[config.mk]
export PLATFORM = sky130hd
export DESIGN_NAME = ay_tone_noise
export DESIGN_NICKNAME = d
export VERILOG_FILES = /design/src/rtl/ay_tone_noise.sv
export SDC_FILE = /design/constraint.sdc
export NUM_CORES = 1
export LEC_CHECK = 0
export CAP_MARGIN = 20
export CORE_MARGIN = 2
export CORE_UTILIZATION = 40
export DETAILED_ROUTE_END_ITERATION = 12
export GPL_TIMING_DRIVEN = 0
export HOLD_SLACK_MARGIN = 0.15
export PLACE_DENSITY = 0.68
export SETUP_SLACK_MARGIN = 0.3
export SLEW_MARGIN = 20
export SYNTH_ARGS = -nofsm -noshare
export SYNTH_HDL_FRONTEND = slang
export SYNTH_SLANG_ARGS = --single-unit
[constraint.sdc]
create_clock -name clk -period 3.3 [get_ports clk]
set_input_delay 0.66 -clock clk [delete_from_list [all_inputs] [get_ports clk]]
set_output_delay 0.66 -clock clk [all_outputs]
set_load 0.01 [all_outputs]
[src/rtl/ay_tone_noise.sv]
// AY tone/noise generator: holds R0-R7, derives tone steps from the AY clock
// and produces three mixed 1-bit channels plus the LFSR noise bit.
module ay_tone_noise #(
    parameter int unsigned PRESCALE = 8
) (
    input  logic       clk,
    input  logic       rst_n,
    input  logic       ay_clk,
    input  logic       wr,
    input  logic [3:0] addr,
    input  logic [7:0] wdata,
    output logic [7:0] rdata,
    output logic       chan_a,
    output logic       chan_b,
    output logic       chan_c,
    output logic       noise
);

    localparam int unsigned PW = $clog2(PRESCALE);

    logic          ay_d;
    logic          tick;
    logic          step;
    logic [PW-1:0] pcnt;

    logic [7:0]    fine   [3];
    logic [3:0]    coarse [3];
    logic [4:0]    np;
    logic [7:0]    mix;

    logic [11:0]   tc      [3];
    logic [11:0]   tp_eff  [3];
    logic [2:0]    tone;
    logic [2:0]    tone_wrap;

    logic          half;
    logic [4:0]    ncnt;
    logic [4:0]    np_eff;
    logic          nwrap;
    logic [16:0]   lfsr;

    assign tick  = ay_clk & ~ay_d;
    assign step  = tick && (pcnt == PW'(PRESCALE - 1));
    assign noise = lfsr[0];

    // ay_d resets high so a level already high at release is not taken as an edge
    always_ff @(posedge clk or negedge rst_n) begin
        if (!rst_n) begin
            ay_d <= 1'b1;
            pcnt <= '0;
        end else begin
            ay_d <= ay_clk;
            if (tick)
                pcnt <= pcnt + 1'b1;
        end
    end

    always_ff @(posedge clk or negedge rst_n) begin
        if (!rst_n) begin
            for (int unsigned i = 0; i < 3; i++) begin
                fine[i]   <= '0;
                coarse[i] <= '0;
            end
            np  <= '0;
            mix <= '0;
        end else if (wr) begin
            case (addr)
                4'd0: fine[0]   <= wdata;
                4'd1: coarse[0] <= wdata[3:0];
                4'd2: fine[1]   <= wdata;
                4'd3: coarse[1] <= wdata[3:0];
                4'd4: fine[2]   <= wdata;
                4'd5: coarse[2] <= wdata[3:0];
                4'd6: np        <= wdata[4:0];
                4'd7: mix       <= wdata;
                default: ;
            endcase
        end
    end

    // Wide compare so a count left above a newly shortened period wraps at once
    always_comb begin
        for (int unsigned i = 0; i < 3; i++) begin
            tp_eff[i]    = ({coarse[i], fine[i]} == 12'd0) ? 12'd1 : {coarse[i], fine[i]};
            tone_wrap[i] = ({1'b0, tc[i]} + 13'd1) >= {1'b0, tp_eff[i]};
        end
        np_eff = (np == 5'd0) ? 5'd1 : np;
        nwrap  = ({1'b0, ncnt} + 6'd1) >= {1'b0, np_eff};
    end

    always_ff @(posedge clk or negedge rst_n) begin
        if (!rst_n) begin
            for (int unsigned i = 0; i < 3; i++)
                tc[i] <= '0;
            tone <= '0;
        end else if (step) begin
            for (int unsigned i = 0; i < 3; i++) begin
                if (tone_wrap[i]) begin
                    tc[i]   <= '0;
                    tone[i] <= ~tone[i];
                end else begin
                    tc[i] <= tc[i] + 12'd1;
                end
            end
        end
    end

    always_ff @(posedge clk or negedge rst_n) begin
        if (!rst_n) begin
            half <= 1'b0;
            ncnt <= '0;
            lfsr <= 17'h00001;
        end else if (step) begin
            half <= ~half;
            if (half) begin
                if (nwrap) begin
                    ncnt <= '0;
                    lfsr <= {lfsr[0] ^ lfsr[3], lfsr[16:1]};
                end else begin
                    ncnt <= ncnt + 5'd1;
                end
            end
        end
    end

    always_ff @(posedge clk or negedge rst_n) begin
        if (!rst_n) begin
            chan_a <= 1'b0;
            chan_b <= 1'b0;
            chan_c <= 1'b0;
            rdata  <= '0;
        end else begin
            chan_a <= (tone[0] | mix[0]) & (lfsr[0] | mix[3]);
            chan_b <= (tone[1] | mix[1]) & (lfsr[0] | mix[4]);
            chan_c <= (tone[2] | mix[2]) & (lfsr[0] | mix[5]);
            case (addr)
                4'd0: rdata <= fine[0];
                4'd1: rdata <= {4'h0, coarse[0]};
                4'd2: rdata <= fine[1];
                4'd3: rdata <= {4'h0, coarse[1]};
                4'd4: rdata <= fine[2];
                4'd5: rdata <= {4'h0, coarse[2]};
                4'd6: rdata <= {3'b000, np};
                4'd7: rdata <= mix;
                default: rdata <= '0;
            endcase
        end
    end

endmodule

Yosys cells after proc, flatten, opt, wreduce, memory -nomap -nowiden
Index checks and enable logic that the tools add are counted.
Storage, ports and cells
  register bits: 126
  bits of input ports: 16
  output and inout bits: 12
  logic and storage cells: 88
Cells by class
  add/sub/neg operators: 9
  $lt $le $gt $ge: 4
  eq/ne operators: 8
  multiplexer cells: 9
  bitwise gates (word level): 16
  reduce and logical (&&, ||, !) cells: 19
Operators with widths (count)
  2-to-1 mux 12 bit: 6
  case mux 8 bit (8 select lines): 1
  adder 12 x 1 -> 13 bit, second input constant: 3
  >= comparator 13 x 12 -> 1 bit: 3
  adder 12 x 1 -> 12 bit, second input constant: 3
  logical NOT 12 bit: 3
  AND reduction 2 bit: 12
  equality test 4 x 3 -> 1 bit, second input constant: 4
  2-to-1 mux 5 bit: 2
  equality test 4 x 2 -> 1 bit, second input constant: 2
  adder 5 x 1 -> 6 bit, second input constant: 1
  >= comparator 6 x 5 -> 1 bit: 1
  bitwise OR 1 bit: 6
  adder 5 x 1 -> 5 bit, second input constant: 1
  logical NOT 5 bit: 1
  NOT 1 bit: 5
  bitwise AND 1 bit: 4
  equality test 4 x 1 -> 1 bit, second input constant: 1
  logical NOT 4 bit: 1
  adder 3 x 1 -> 3 bit, second input constant: 1
  equality test 3 bit, second input constant: 1
  AND reduction 3 bit: 1
  logical AND 1 bit: 1
  XOR 1 bit: 1

Depth between registers and ports, before layout
Gate-level depths: netlist (run 1).
  word-level depth: 4
  gate-level depth with buffers: 15
  mapped depth without buffers: 14

Worst setup path after synthesis (run 1)
Ideal clock, no wire load.
  kind: reg2reg
  start: register tc[12] (netlist bit)
  end: register tc[17] (netlist bit)
  library setup time: 0.066 ns
  arrival: 2.816 ns
  required time: 3.234 ns
  path slack: 0.418 ns
  cell stages (with the launch flop): 16
  path buffers: 1
  clock period less this slack: 2.882 ns
  cell sequence: dfrtp_1 ha_1 and3_4 nand3_1 nor2_1 and3_1 xnor2_1 inv_1 ha_1 a21oi_1 nor2b_1 a311oi_2 o311ai_2 buf_6 o21ai_1 a22o_1
Between the ends
  cells in the longest elaborated chain, start to end: 3
  elaborated cells between the ends (all ways): 4
  classes of those cells: add/sub (2); order compare (1); mux (1)
Ends and longest elaborated chain
  start: declaration: line 31  | logic [11:0] tc [3];
  start signal: indexed assignment: line 102  | tc[i] <= tc[i] + 12'd1;
  adder 12 x 1 -> 13 bit: line 85  | tone_wrap[i] = ({1'b0, tc[i]} + 13'd1) >= {1'b0, tp_eff[i]};
  >= comparator 13 x 12 -> 1 bit: line 85
  2-to-1 mux 12 bit (*): line 98  | if (tone_wrap[i]) begin
Every way passes the cells marked *; elsewhere a longest branch is shown, timed or not.
A chain may end at the register's enable or synchronous reset.

Final worst setup path (run 1)
  start: register tc[27] (netlist bit)
  end: register tc[30] (netlist bit)
Same word-level chain as after synthesis.

==> reports/results.env, run 1 <==
STATUS='finished clean'
WORSTREG2REGSTART='tc[27]'
DR.FIRST_ITER.DRC_COUNT=413
GR-USAGE-ALL-LAYERS_PCT=19.0
HPWL_MM=12.0
NETLIST_TOP_CELLS_AREA='dfrtp_1 44%, ha_1 8.3%, mux2_2 7.8%'
SYNTH_ENABLE_FLOP_CELLS=0
SYN_NETS=734
FP.DIEH_UM=137
DOMINANTREGCELLSYNTH='dfrtp_1'
SETUP_TOTAL_NEGATIVE_SLACK_PS=0
SYNTHESIS.YOSYS.WARNINGS=0
AVGROUTEDWIREPERCELL_UM=17.7
CTS_MADE_BUFFERS=17
WORST-ENDPOINT-REQUIRED_PS=3660
FLOORPLAN.INITIALDENSITY_PCT=41.0
PORT_BUFFERS=25
LAYOUT-AREA-OVERHEAD-VS-SYNTH_PCT=20.1
RSZ_0062_RAISED_AFTER_GLOBAL_ROUTING='true'
POWER_DENSITY_nW_PER_UM2=603
DIODES=0
ROUTED_VIA_DENSITY=5.48
FINALSETUPVIOLATIONS=0
YOSYS.CELL_TYPES.COUNT=63
DETAILEDROUTE.FIRSTPASSITERATIONCOUNT=4
TOTAL_OF_MAX_CAP_VIOLATIONS=0
CLK_SLEW_ON_WORST_S_H_PATHS_PS=60
PIN_COUNT=28
DIEWIDTH_UM=137
GLOBAL_ROUTE_WIRE_LENGTH_BEFORE_REPAIR_MM=27.2
WORST_HOLD_PATH_TYPE='register to register'
SYN_AREA_PER_CELL_UM2=10.6
CLOCK_LATENCY_ON_THE_WORST_SKEW_PAIR_PS=430
CP-STARTPOINT='tc[27]'
CRITICAL_PATH.MAX_FANOUT=10
MAXCLOCKFREQUENCY_MHz=346
NETLIST.AREA_LEADER.SHARE_PCT=43.7
POST-ROUTE-MIN-PERIOD_PS=2890
H-TREE-DEPTH=4
WORST_PIN_SLEW_PS=715
PLACE.GP.CONGESTION=0.860
TIMING_WORST_SETUP_PATH_TYPE='register to register'
ANTENNA_VIOLATIONS_BEFORE_REPAIR=1
FINAL_LAYOUT_SIZE_SUFFIX_GT1_SHARE_PCT=22.4
HOLD_VIOL=0
MAXSLEWHEADROOM_PCT=52.3
ANT_NETS=0
TIMING.CRITICAL_PATH.TO_TYPE='register'
YOSYSTOPAREACELL='dfrtp_1'
FINALMAXSLEWVIOLATIONS=0
YOSYS.CELL_COUNT.TOP_TYPE='dfrtp_1'
HOLD_SLACK_PS=475
FINAL_WL_MM=17.1
TRITONCTS_CLOCK_TREE='done'
CLOCK_TREE.BUFFER_DEPTH=2
DRT_DRC_VIOLATIONS_LEFT=0
YS_SEQ_ELEMENTS=126
LEAKAGEPOWER_nW=3.94
SYN-CELL-AREA_UM2=7090
GLOBALROUTE.TOTALOVERFLOW=0
SYNTHESIS.INSTANCES=671
ARRIVAL_PS=3250
FP.COREAREA_UM2=17300
GRT_START_MAX_NET_PINS=98
SYNTH.TOP_CELLS.BY_COUNT='124 x dfrtp_1, 60 x nand2_1, 49 x mux2_2'
FINAL.PERIOD_UTILIZATION_PCT=87.5
CLOCKROOTBUFFER='clkbuf_16'
FP-ROW-COUNT=48
MIN-DELAY-START='pcnt[0]'
PEAKVDDDROP_V=0.000508
WORST_SLACK_PS=413
VIAS=5292
POSTSYNTH.ASYNCRESETSHARE_PCT=100
YS_SEQ_AREA_SHARE_PCT=44.5
CLOCK-SINKS=126
VIA_COUNT_OF_THE_FIRST_GLOBAL_ROUTING_PASS=5126
DESIGN.DIE.AREA_UM2=18800
STARTPOINT_TYPE='register'
FINAL_NET_COUNT=791
WORST_CLOCK_SKEW_PS=11.6
POST-PLACE-WS_PS=-18.8
NFILLCELLS=1558
==> cell type report <==
cell class,count,area (um^2),share of cell area [%]
Multi-Input combinational cell,477,3810,44.8
Buffer,24,136,1.60
Sequential cell,126,3160,37.1
Clock buffer,17,425,5.00
Clock inverter,15,161,1.90
Tap cell,225,282,3.31
Timing Repair Buffer,38,373,4.38
Inverter,44,165,1.94
==> critical path, stage by stage (launching register included) <==
cell      delay [ps]
dfrtp_2          440
and3_1           210
and3_1           220
and3_4           210
and3_1           190
xor2_1           150
ha_1             310
nor2b_1          150
a311oi_2         260
nand3_2          160
buf_4            210
o21ai_0          170
a22o_1           150
==> report_power, final <==
group | total [mW] | internal (mW) | switching [mW] | leakage [nW]
registers | 2.07 | 1.79 | 0.280 | 1.62
clock network | 1.87 | 1.12 | 0.748 | 0.277
logic | 1.19 | 0.592 | 0.598 | 2.04
==> layer usage <==
metal,part of all wire [%],track usage (%),up-vias
met2,48,30.0,118
met3,5.0,5.56,40
met1,44,24.6,2609
li1,-,-,2523
met4,2.8,7.50,2
met5,0.094,0,-
==> per-stage QoR <==
step                      power [mW]  cells  cell area [um^2]  utilization (%)
after global routing            5.40    966              8520             49.2
after CTS                       5.10    959              8320             48.1
after detailed placement        3.17    922              7660             44.3
final                           5.13    966              8520             49.2
after global placement          3.14    921              7620             44.1
after floorplan                 2.77    671              7090                -
==> state kept, by name, summed over array words and instances, names as in the netlist <==
register / count
rdata: 8
chan_c: 1
ay_d: 1
pcnt: 3
tc: 36
half: 1
np: 5
fine: 24
ncnt: 5
tone: 3
mix: 8
coarse: 12
chan_a: 1
chan_b: 1
lfsr: 17
==> path summary, 6_finish.rpt <==
check,cells past startpoint,endpoint,slack [ps]
max,12,tc[30],410
min,1,pcnt[0],480
max reg2reg,12,tc[30],410
min reg2reg,1,pcnt[0],480
max in group asynchronous,3,lfsr[0],1860
min in group asynchronous,2,tc[29],680
==> cells by family (layout without fill, tap and decap cells) <==
family | after synthesis | in the layout | share of synthesized area, %
buf+inv | 68 | 138 | 4.18
compound gates | 128 | 128 | 12.2
xor+xnor | 39 | 39 | 4.82
flops | 126 | 126 | 44.5
fa+ha+maj | 47 | 47 | 8.29
simple gates | 192 | 192 | 13.7
mux | 71 | 71 | 12.3
==> cell usage in the layout (no fill, tap or decap), types with 6 or more instances in the layout <==
| cell | count |
|---|---|
| nor2b_1 | 14 |
| clkdlybuf4s50_1 | 24 |
| nor2_1 | 20 |
| clkbuf_1 | 12 |
| nand3_1 | 27 |
| ha_1 | 43 |
| xnor2_1 | 19 |
| mux2i_1 | 8 |
| o21ai_0 | 48 |
| a22o_1 | 17 |
| nand4_1 | 7 |
| nor4_1 | 7 |
| nand2_1 | 59 |
| mux2_4 | 10 |
| inv_1 | 44 |
| buf_4 | 11 |
| a21oi_1 | 13 |
| nand2b_1 | 6 |
| clkbuf_16 | 17 |
| nor2_4 | 6 |
| nor3_1 | 12 |
| dfrtp_1 | 119 |
| buf_2 | 6 |
| and3_1 | 10 |
| mux2_2 | 49 |
| xor2_1 | 18 |
==> what timing repair did <==
action,in CTS,in global routing
hold endpoints to repair,28,0
cloned,1,0
pin swaps,3,10
hold buffers,1,0
setup buffers,3,7
endpoints found under the setup margin,27,37
resized for setup,11,29
No activity file was read; power rests on OpenSTA's default activity.
==> inputs of run 2 (changes only) <==
- SLEW_MARGIN: 20 -> 15
==> reports/results.env, run 2 (synthesis gave the netlist of run 1 again) <==
STATUS='finished clean'
HOLD_VIOL=0
ROUTED_VIA_DENSITY=5.52
NFILLCELLS=1522
MAXCLOCKFREQUENCY_MHz=345
WORST_CLOCK_SKEW_PS=5.72
FINALMAXSLEWVIOLATIONS=0
WORST_SLACK_PS=403
HPWL_MM=12.1
VIA_COUNT_OF_THE_FIRST_GLOBAL_ROUTING_PASS=5137
CTS_MADE_BUFFERS=17
HOLD_SLACK_PS=276
LARGEST_REG_FLOPS=36
MAXSLEWHEADROOM_PCT=48.7
CRITICAL_PATH.TOP_DELAY_FAMILY='simple AND/OR/NAND/NOR gates'
FINAL_LAYOUT_SIZE_SUFFIX_GT1_SHARE_PCT=23.1
NUMBER_OF_BUFFERS_AND_INVERTERS_ON_THE_CRITICAL_PATH=1
POST-ROUTE-CELL-AREA_UM2=8570
DIEWIDTH_UM=137
FP.COREAREA_UM2=17300
FINAL.PERIOD_UTILIZATION_PCT=87.8
CRITPATHSLOWESTCELL='dfrtp_2'
CLOCKROOTBUFFER='clkbuf_16'
LAYOUT-AREA-OVERHEAD-VS-SYNTH_PCT=20.8
LAYOUT_COMMON_CELLS='119 x dfrtp_1, 59 x nand2_1, 49 x mux2_2'
DIODES=0
CRITICAL_PATH.MAX_FANOUT=7
PLACE.GP.CONGESTION=0.860
DRT_DRC_VIOLATIONS_LEFT=0
PLACED_CELL_AREA_UM2=7650
ANTENNA_VIOLATIONS_BEFORE_REPAIR=1
LAYOUT_COMMONEST_CELL='dfrtp_1'
CRIT_PATH_FREQUENT_CELL='and3_1'
GRT_START_MAX_NET_PINS=82
AVGROUTEDWIREPERCELL_UM=17.9
CLOCK-SINKS=126
POST-ROUTE-UTIL_PCT=49.5
CLOCK_LATENCY_ON_THE_WORST_SKEW_PAIR_PS=420
DR.FIRST_ITER.DRC_COUNT=366
LAYOUT_TOP_REGISTERS='tc x36, fine x24, lfsr x17'
TIMING.CRITICAL_PATH.SLOWEST_CELL_DELAY_PS=450
WORST_PIN_SLEW_PS=770
POST-ROUTE-MIN-PERIOD_PS=2900
LARGEST-REGISTER='tc'
TRITONCTS_CLOCK_TREE='done'
DESIGN.DIE.AREA_UM2=18800
FLOORPLAN.INITIALDENSITY_PCT=41.0
GLOBALROUTE.TOTALOVERFLOW=0
CLOCK_TREE.BUFFER_DEPTH=2
RSZ_0062_RAISED_AFTER_GLOBAL_ROUTING='false'
GLOBAL_ROUTE_WIRE_LENGTH_BEFORE_REPAIR_MM=27.5
PORT_BUFFERS=25
FINAL_WL_MM=17.3
POWER_DENSITY_nW_PER_UM2=603
FP-ROW-COUNT=48
FP.DIEH_UM=137
ANT_NETS=0
TIMING.CRITICAL_PATH.TO_TYPE='register'
ARRIVAL_PS=3250
LEAKAGEPOWER_nW=3.98
DETAILEDROUTE.FIRSTPASSITERATIONCOUNT=6
PEAKVDDDROP_V=0.000413
WORST-ENDPOINT-REQUIRED_PS=3660
GR-USAGE-ALL-LAYERS_PCT=19.2
STARTPOINT_TYPE='register'
TIMING_WORST_SETUP_PATH_TYPE='register to register'
WORST_HOLD_PATH_TYPE='input pin to async pin'
TOTAL_OF_MAX_CAP_VIOLATIONS=0
VIAS=5352
POST-PLACE-WS_PS=-2.86
H-TREE-DEPTH=4
SETUP_TOTAL_NEGATIVE_SLACK_PS=0
CLK_SLEW_ON_WORST_S_H_PATHS_PS=60
PIN_COUNT=28
CRITICAL_PATH.CELL_CHAIN='and3_1, and3_1, and3_4, and3_1, xor2_1, ha_1, nor2b_1, a311oi_2, nand3_2, buf_4, nor2_4, mux2_2'
FINAL_NET_COUNT=795
FINALSETUPVIOLATIONS=0
run 2: where the power goes:
group / switching [mW] / internal [mW] / leakage (nW)
clock network: 0.755 / 1.12 / 0.281
logic: 0.599 / 0.611 / 2.08
registers: 0.284 / 1.79 / 1.62
run 2: per-layer routing:
layer  GRT usage (%)  vias up  part of all wire (%)  wire length (um)
met5               0        -                 0.092                16
met4            6.01        2                   1.8               320
met3            5.15       29                   5.0               864
met2            30.4      136                    48              8400
met1            25.7     2656                    45              7740
li1                -     2529                     -                 -
run 2: cell type report:
| cell class | count | area, um^2 | share of cell area [%] |
|---|---|---|---|
| repair buffers | 42 | 397 | 4.63 |
| plain buffers | 24 | 140 | 1.64 |
| clock buffers | 17 | 425 | 4.96 |
| multi-input cells | 477 | 3840 | 44.8 |
| well taps | 225 | 282 | 3.29 |
| flip-flops and latches | 126 | 3160 | 36.9 |
| inverters | 44 | 165 | 1.93 |
| clock inverters | 15 | 163 | 1.90 |
run 2: final timing paths:
kind                            cells after the start  endpoint  slack [ps]    start
worst min-delay path                                1    tc[26]         280    rst_n
worst max register to register                     12    tc[24]         400   tc[27]
worst max-delay path                               12    tc[24]         400   tc[27]
max in group asynchronous                           2  lfsr[13]        2300    rst_n
worst min register to register                      1   pcnt[0]         470  pcnt[0]
min in group clk                                    1   pcnt[0]         470  pcnt[0]
run 2: repair_timing:
action,in CTS,in global routing
gates cloned,0,1
setup endpoints to repair,31,37
hold buffers,0,0
buffers inserted,3,12
resized for setup,14,31
pin swaps,2,10
run 2: worst register-to-register path: stages (launching register included):
cell and delay (ps):
dfrtp_2 450, and3_1 210, and3_1 230, and3_4 210, and3_1 190, xor2_1 150, ha_1 310, nor2b_1 150
a311oi_2 250, nand3_2 140, buf_4 180, nor2_4 170, mux2_2 190
run 2: stage by stage:
step / total power, mW / std cells
after detailed placement: 3.18 / 922
final: 5.17 / 970
after global placement: 3.14 / 921
after global routing: 5.43 / 970
after floorplan: 2.77 / 671
after CTS: 5.10 / 957
